**src/rtl/plab4_net_router_output_sched_tdm_pkg.sv**
```systemverilog
// Shared definitions for the TDM output scheduler: epoch FSM encoding and
// domain tag width.
package plab4_net_router_output_sched_tdm_pkg;

  // Epoch FSM: ACTIVE epochs carry traffic for cur_domain, DEAD cycles are
  // idle turnaround between epochs.
  typedef enum logic {
    ST_ACTIVE = 1'b0,
    ST_DEAD   = 1'b1
  } sched_state_e;

  // Width of a security domain tag (two domains, 0 and 1).
  localparam int c_domain_w = 1;

endpackage

```
**src/rtl/plab4_net_router_sched_rr_pick.sv**
```systemverilog
// Combinational rotating picker: returns the first set bit of the eligible
// mask at or after the start pointer, wrapping around, as one-hot plus index.
module plab4_net_router_sched_rr_pick #(
  parameter int p_num_in = 3
) (
  input  logic [p_num_in-1:0] elig,
  input  logic [1:0]          ptr,
  output logic [p_num_in-1:0] grant,
  output logic [1:0]          idx
);

  int   j;
  logic found;

  // Scan offsets 0..p_num_in-1 from ptr; the first eligible input wins.
  always_comb begin
    grant = '0;
    idx   = '0;
    found = 1'b0;
    j     = 0;
    for (int k = 0; k < p_num_in; k++) begin
      j = (int'(ptr) + k) % p_num_in;
      if (!found && elig[j]) begin
        found    = 1'b1;
        grant[j] = 1'b1;
        idx      = j[1:0];
      end
    end
  end

endmodule

```
**src/rtl/plab4_net_router_output_sched_tdm.sv**
```systemverilog
// Domain-aware time-multiplexed scheduler for one router output port.
// Fixed-length epochs alternate between domain 0 and domain 1 with dead
// cycles in between; each domain keeps its own round-robin pointer and
// packet lock, so a packet interrupted by an epoch end resumes in the next
// epoch of its own domain.
//
// Handshake: a flit moves on a cycle where grants[i] is set. out_rdy is
// folded into the grant, so grants/out_val are only asserted when the
// downstream can accept; reqs[i] must stay high until its flit is granted.
module plab4_net_router_output_sched_tdm
  import plab4_net_router_output_sched_tdm_pkg::*;
#(
  parameter int p_num_in      = 3,
  parameter int p_epoch_len   = 8,
  parameter int p_dead_cycles = 2
) (
  input  logic                clk,
  input  logic                reset,
  input  logic [p_num_in-1:0] reqs,
  input  logic [p_num_in-1:0] reqs_domain,
  input  logic [p_num_in-1:0] reqs_tail,
  input  logic                out_rdy,
  output logic [p_num_in-1:0] grants,
  output logic                out_val,
  output logic                out_domain,
  output logic [1:0]          xbar_sel,
  output logic                dbg_state
);

  localparam int c_cnt_max = (p_epoch_len > p_dead_cycles) ? p_epoch_len : p_dead_cycles;
  localparam int c_cnt_w   = $clog2(c_cnt_max + 1);
  localparam logic [c_cnt_w-1:0] c_epoch_load = c_cnt_w'(p_epoch_len - 1);
  localparam logic [c_cnt_w-1:0] c_dead_load  = c_cnt_w'(p_dead_cycles - 1);
  localparam logic [1:0]         c_last_idx   = 2'(p_num_in - 1);

  sched_state_e            state_q, state_d;
  logic [c_cnt_w-1:0]      cnt_q, cnt_d;
  logic [c_domain_w-1:0]   cur_domain_q, cur_domain_d;
  logic [1:0]              rr_ptr_q [2];
  logic [1:0]              rr_ptr_d [2];
  logic [1:0]              lock_q, lock_d;
  logic [1:0]              lock_idx_q [2];
  logic [1:0]              lock_idx_d [2];
  logic [1:0]              xbar_sel_q, xbar_sel_d;

  logic [c_domain_w-1:0]   oth_domain;
  logic [p_num_in-1:0]     elig_raw;
  logic [p_num_in-1:0]     elig;
  logic [1:0]              pick_ptr;
  logic [p_num_in-1:0]     pick_grant;
  logic [1:0]              pick_idx;

  assign oth_domain = ~cur_domain_q;

  // Epoch timer: free-running, independent of traffic and out_rdy.
  always_comb begin
    state_d      = state_q;
    cnt_d        = cnt_q;
    cur_domain_d = cur_domain_q;
    if (cnt_q == '0) begin
      if (state_q == ST_ACTIVE) begin
        state_d      = ST_DEAD;
        cur_domain_d = ~cur_domain_q;
        cnt_d        = c_dead_load;
      end else begin
        state_d = ST_ACTIVE;
        cnt_d   = c_epoch_load;
      end
    end else begin
      cnt_d = cnt_q - c_cnt_w'(1);
    end
  end

  // Eligibility mask and picker start point. An input that is mid-packet
  // under the other domain's lock is excluded so its packet is never split
  // across domains; a lock in the current domain restricts the pick to the
  // locked input.
  always_comb begin
    elig_raw = '0;
    for (int i = 0; i < p_num_in; i++) begin
      elig_raw[i] = (state_q == ST_ACTIVE) && out_rdy && reqs[i]
                    && (reqs_domain[i] == cur_domain_q)
                    && !(lock_q[oth_domain] && (lock_idx_q[oth_domain] == 2'(i)));
    end
    if (lock_q[cur_domain_q]) begin
      elig     = elig_raw & ({{(p_num_in-1){1'b0}}, 1'b1} << lock_idx_q[cur_domain_q]);
      pick_ptr = lock_idx_q[cur_domain_q];
    end else begin
      elig     = elig_raw;
      pick_ptr = rr_ptr_q[cur_domain_q];
    end
  end

  plab4_net_router_sched_rr_pick #(
    .p_num_in (p_num_in)
  ) u_rr_pick (
    .elig  (elig),
    .ptr   (pick_ptr),
    .grant (pick_grant),
    .idx   (pick_idx)
  );

  assign grants     = pick_grant;
  assign out_val    = |pick_grant;
  assign out_domain = cur_domain_q;
  assign dbg_state  = (state_q == ST_DEAD);
  assign xbar_sel   = xbar_sel_d;

  // Per-domain pointer/lock update on a transfer; only the current domain's
  // entry is touched. xbar_sel follows the grant and holds when idle.
  always_comb begin
    rr_ptr_d   = rr_ptr_q;
    lock_d     = lock_q;
    lock_idx_d = lock_idx_q;
    xbar_sel_d = xbar_sel_q;
    if (out_val) begin
      xbar_sel_d = pick_idx;
      if (reqs_tail[pick_idx]) begin
        lock_d[cur_domain_q]   = 1'b0;
        rr_ptr_d[cur_domain_q] = (pick_idx == c_last_idx) ? 2'd0 : pick_idx + 2'd1;
      end else begin
        lock_d[cur_domain_q]     = 1'b1;
        lock_idx_d[cur_domain_q] = pick_idx;
      end
    end
  end

  // State registers with synchronous reset.
  always_ff @(posedge clk) begin
    if (reset) begin
      state_q       <= ST_ACTIVE;
      cnt_q         <= c_epoch_load;
      cur_domain_q  <= '0;
      rr_ptr_q[0]   <= 2'd0;
      rr_ptr_q[1]   <= 2'd0;
      lock_q        <= 2'b00;
      lock_idx_q[0] <= 2'd0;
      lock_idx_q[1] <= 2'd0;
      xbar_sel_q    <= 2'd0;
    end else begin
      state_q      <= state_d;
      cnt_q        <= cnt_d;
      cur_domain_q <= cur_domain_d;
      rr_ptr_q     <= rr_ptr_d;
      lock_q       <= lock_d;
      lock_idx_q   <= lock_idx_d;
      xbar_sel_q   <= xbar_sel_d;
    end
  end

endmodule

```
**config.mk**
```make
export PLATFORM = sky130hd
export DESIGN_NAME = plab4_net_router_output_sched_tdm
export DESIGN_NICKNAME = d
export VERILOG_FILES = /design/src/rtl/plab4_net_router_output_sched_tdm_pkg.sv /design/src/rtl/plab4_net_router_sched_rr_pick.sv /design/src/rtl/plab4_net_router_output_sched_tdm.sv
export SDC_FILE = /design/constraint.sdc
export NUM_CORES = 1
export LEC_CHECK = 0
export ABC_AREA = 1
export CELL_PAD_IN_SITES_DETAIL_PLACEMENT = 1
export CELL_PAD_IN_SITES_GLOBAL_PLACEMENT = 1
export CORE_ASPECT_RATIO = 0.5
export CORE_MARGIN = 4
export CORE_UTILIZATION = 31
export CTS_BUF_LIST = sky130_fd_sc_hd__clkbuf_8 sky130_fd_sc_hd__clkbuf_16
export CTS_CLUSTER_SIZE = 12
export DETAILED_ROUTE_END_ITERATION = 10
export PLACE_DENSITY_LB_ADDON = 0.2
export SLEW_MARGIN = 20
export SYNTH_ARGS = -nofsm -noshare
export SYNTH_HDL_FRONTEND = slang
export SYNTH_SLANG_ARGS = --single-unit
```
**constraint.sdc**
```tcl
create_clock -name clk -period 2.8 [get_ports clk]
set_input_delay 0.56 -clock clk [delete_from_list [all_inputs] [get_ports clk]]
set_output_delay 0.56 -clock clk [all_outputs]
set_load 0.005 [all_outputs]
```
==> impl_metrics.py <==
metrics = {
    "routing": {
        "drt_iter0_drc": 37,
        "ant_nets": 0,
        "viasPerCell": 4.59,
        "wl_per_cell_um": 13.0,
        "drc": 0,
        "num_vias": 1739,
        "dr.pass1.iters": 4,
        "finalWirelength_um": 4920,
    },
    "worst_setup_path": {
        "critPathCaptureType": "output pin",
        "cp-startpoint": "out_domain",
        "startpoint_type": "flip-flop",
        "ff2ff_setup_slack_ns": -0.01,
        "reg2reg_to": "rr_ptr_q[2]",
        "worstPathRequired_ns": 2.24,
        "reg2reg_depth": 24,
        "critPathCapture": "grants[1]",
        "cp_data_arrival_time_ns": 2.58,
        "worst-path-max-fanout": 8,
        "reg2reg_from": "out_domain",
        "critPathKind": "reg2out",
    },
    "logic_synthesis": {
        "ys_ff_latch": 18,
        "yosysUniqueCellTypes": 28,
        "synth_cells": 243,
        "ys_seq_area_share_pct": 23.5,
        "yosysWarnings": 0,
        "synth_nets": 260,
        "synth.avg_cell_area_sq_um": 6.31,
        "synth_area_sq_um": 1530,
    },
    "cells_and_area": {
        "diodes": 0,
        "num-fill-cells": 595,
        "drive_gt1_share_pct": 46.0,
        "syn_to_final_growth_pct": 58.2,
        "final-seq-area_sq_um": 364,
        "multiInputGateArea_sq_um": 1170,
        "stdcell_count": 379,
        "postLayoutCellArea_sq_um": 2420,
        "nets": 332,
    },
    "die": {
        "dieArea_sq_um": 6200,
        "num_rows": 17,
        "die_h_um": 57.7,
        "core_sq_um": 4570,
        "initial_utilization_pct": 33.5,
        "die_x_um": 107,
        "ios": 20,
    },
    "global_route": {
        "grt_pass1_vias": 1899,
        "antenna_found_initial": 0,
        "met2_usage_pct": 31.6,
        "grt_max_degree": 14,
        "met3_usage_pct": 1.45,
        "met1_usage_pct": 21.2,
        "grt_pass1_wl_um": 8660,
        "track_usage_pct": 17.0,
        "grt_overflow_total": 0,
        "gr-max-usage-layer": "met2",
    },
    "cts": {
        "cts_buffers": 3,
        "path_clk_slew_ns": 0.06,
        "root_buffer": "clkbuf_8",
        "insertion_delay_ns": 0.25,
        "clk_path_buf_depth": 2,
        "cts_tree": "yes",
        "htree_levels": 1,
        "hold_buffers": 0,
        "cts.sinks": 18,
    },
    "worst_hold_path": {
        "hold_path_class": "reg2reg",
    },
    "sta": {
        "maxSlewHeadroom_pct": 67.1,
        "setup_viol": 9,
        "worst_pin_slew_ns": 0.490,
        "fin_ws_ns": -0.337,
        "finalHoldViolCount": 0,
        "rsz0062_at_grt": "true",
        "maxSlewViolCount": 0,
        "finalCritPeriodShare_pct": 112,
        "setup_tns_ns": -1.78,
        "fmax_mhz": 319,
        "fin_skew_ns": 0.00465,
        "post-route-min-period_ns": 3.14,
    },
    "power": {
        "power_density_nw_per_um2": 967,
        "vdd_drop_max_mv": 0.569,
        "leakagePower_nw": 1.15,
    },
    "run_status": {
        "violations": "negative setup slack",
        "run_status": "complete, but fails checks",
    },
    "placed_design": {
        "dp_cells": 361,
        "placed_area_sq_um": 2090,
        "post-dp-hpwl_um": 3710,
        "port_buffers": 19,
        "place.gp.congestion": 0.793,
    },
    "job": {
        "drv_cap": 0,
    },
}
repair_timing:
item | CTS | global route
gates resized for setup | 58 | 16
setup endpoints to repair | 15 | 16
buffers inserted | 14 | 2
pin swaps | 32 | 10
metal layers:
metal | wire length [um] | vias up
met2 | 2500 | 16
met4 | 49 | 0
met3 | 73 | 6
met5 | 0 | -
met1 | 2300 | 822
li1 | - | 895
placed cells by master, fill, tap and decap left out, drive strengths merged:
master	count
clkdlybuf4s50	12
nand3	28
nand4	2
or2	1
clkdlybuf4s15	3
ha	5
xor2	2
a21boi	1
nand3b	2
buf	55
nor3	2
nor2	37
dlygate4sd2	1
a211oi	2
nand2	77
a21oi	5
clkbuf	3
o21ai	12
o211ai	2
inv	43
dfxtp	18
kinds of logic after synthesis:
logic type | synth area share [%]
simple gates | 49.9
buf+inv | 13.1
compound gates | 8.24
flops | 23.5
fa+ha+maj | 4.08
xor+xnor | 1.14
stage by stage:
step	util [%]	setup slack, ns	power, mW	hold slack (ns)
after global routing	53.0	-0.515	2.54	0.427
after floorplan	-	-0.0404	1.20	0.382
after CTS	51.7	-0.314	2.24	0.416
after global placement	45.7	-0.705	1.77	0.392
final	53.0	-0.337	2.34	0.413
after detailed placement	45.7	-0.780	1.83	0.400
where the power goes:
group	internal, mW	total [mW]	leakage, nW	switching [mW]
logic	0.849	1.85	0.986	1.00
registers	0.292	0.309	0.148	0.0168
clock network	0.0956	0.182	0.0216	0.0866
total	1.24	2.34	1.15	1.11
final cells by class:
type / instances / share of cell area, %
inverters: 43 / 7.07
well taps: 66 / 3.41
repair buffers: 71 / 24.6
flip-flops and latches: 18 / 15.0
multi-input cells: 178 / 48.2
clock buffers: 3 / 1.70
cell usage after synthesis (all sizes together):
library cell	instances	area [sq um]
nor2	37	181
ha	5	62.6
inv	43	164
nand2	77	354
nor3	2	10.0
or2	1	6.26
clkbuf	1	3.75
nand4	2	12.5
nand3b	2	22.5
nand3	28	178
a21boi	1	7.51
buf	3	33.8
o21ai	12	60.1
dfxtp	18	360
xor2	2	17.5
a21oi	5	28.8
o211ai	2	15.0
a211oi	2	15.0
worst min-delay path by stage:
stage	startpoint	to	slack, ns	depth (start not counted)
final	cnt_q[0]	cnt_q[0]	0.41	1
after global routing	cnt_q[0]	cnt_q[0]	0.43	1
after CTS	cnt_q[0]	cnt_q[0]	0.42	1
after detailed placement	cnt_q[0]	cnt_q[0]	0.40	1
after global placement	cnt_q[0]	cnt_q[0]	0.39	1
after floorplan	cnt_q[0]	cnt_q[0]	0.38	1
critical path, cell delays in order, from the launching register on:
cell             delay (ns)
dfxtp_4                0.38
inv_4                  0.08
nand2_4                0.05
nand2_4                0.09
inv_2                  0.04
o211ai_1               0.07
nand2_1                0.12
buf_6                  0.14
ha_4                   0.17
nand4_1                0.11
nand3_2                0.13
nand2_4                0.15
nand3_4                0.12
nor2_4                 0.15
nor2_4                 0.06
buf_4                  0.12
buf_4                  0.11
inv_1                  0.04
clkdlybuf4s15_2        0.19
No activity file was read; power rests on OpenSTA's default activity.
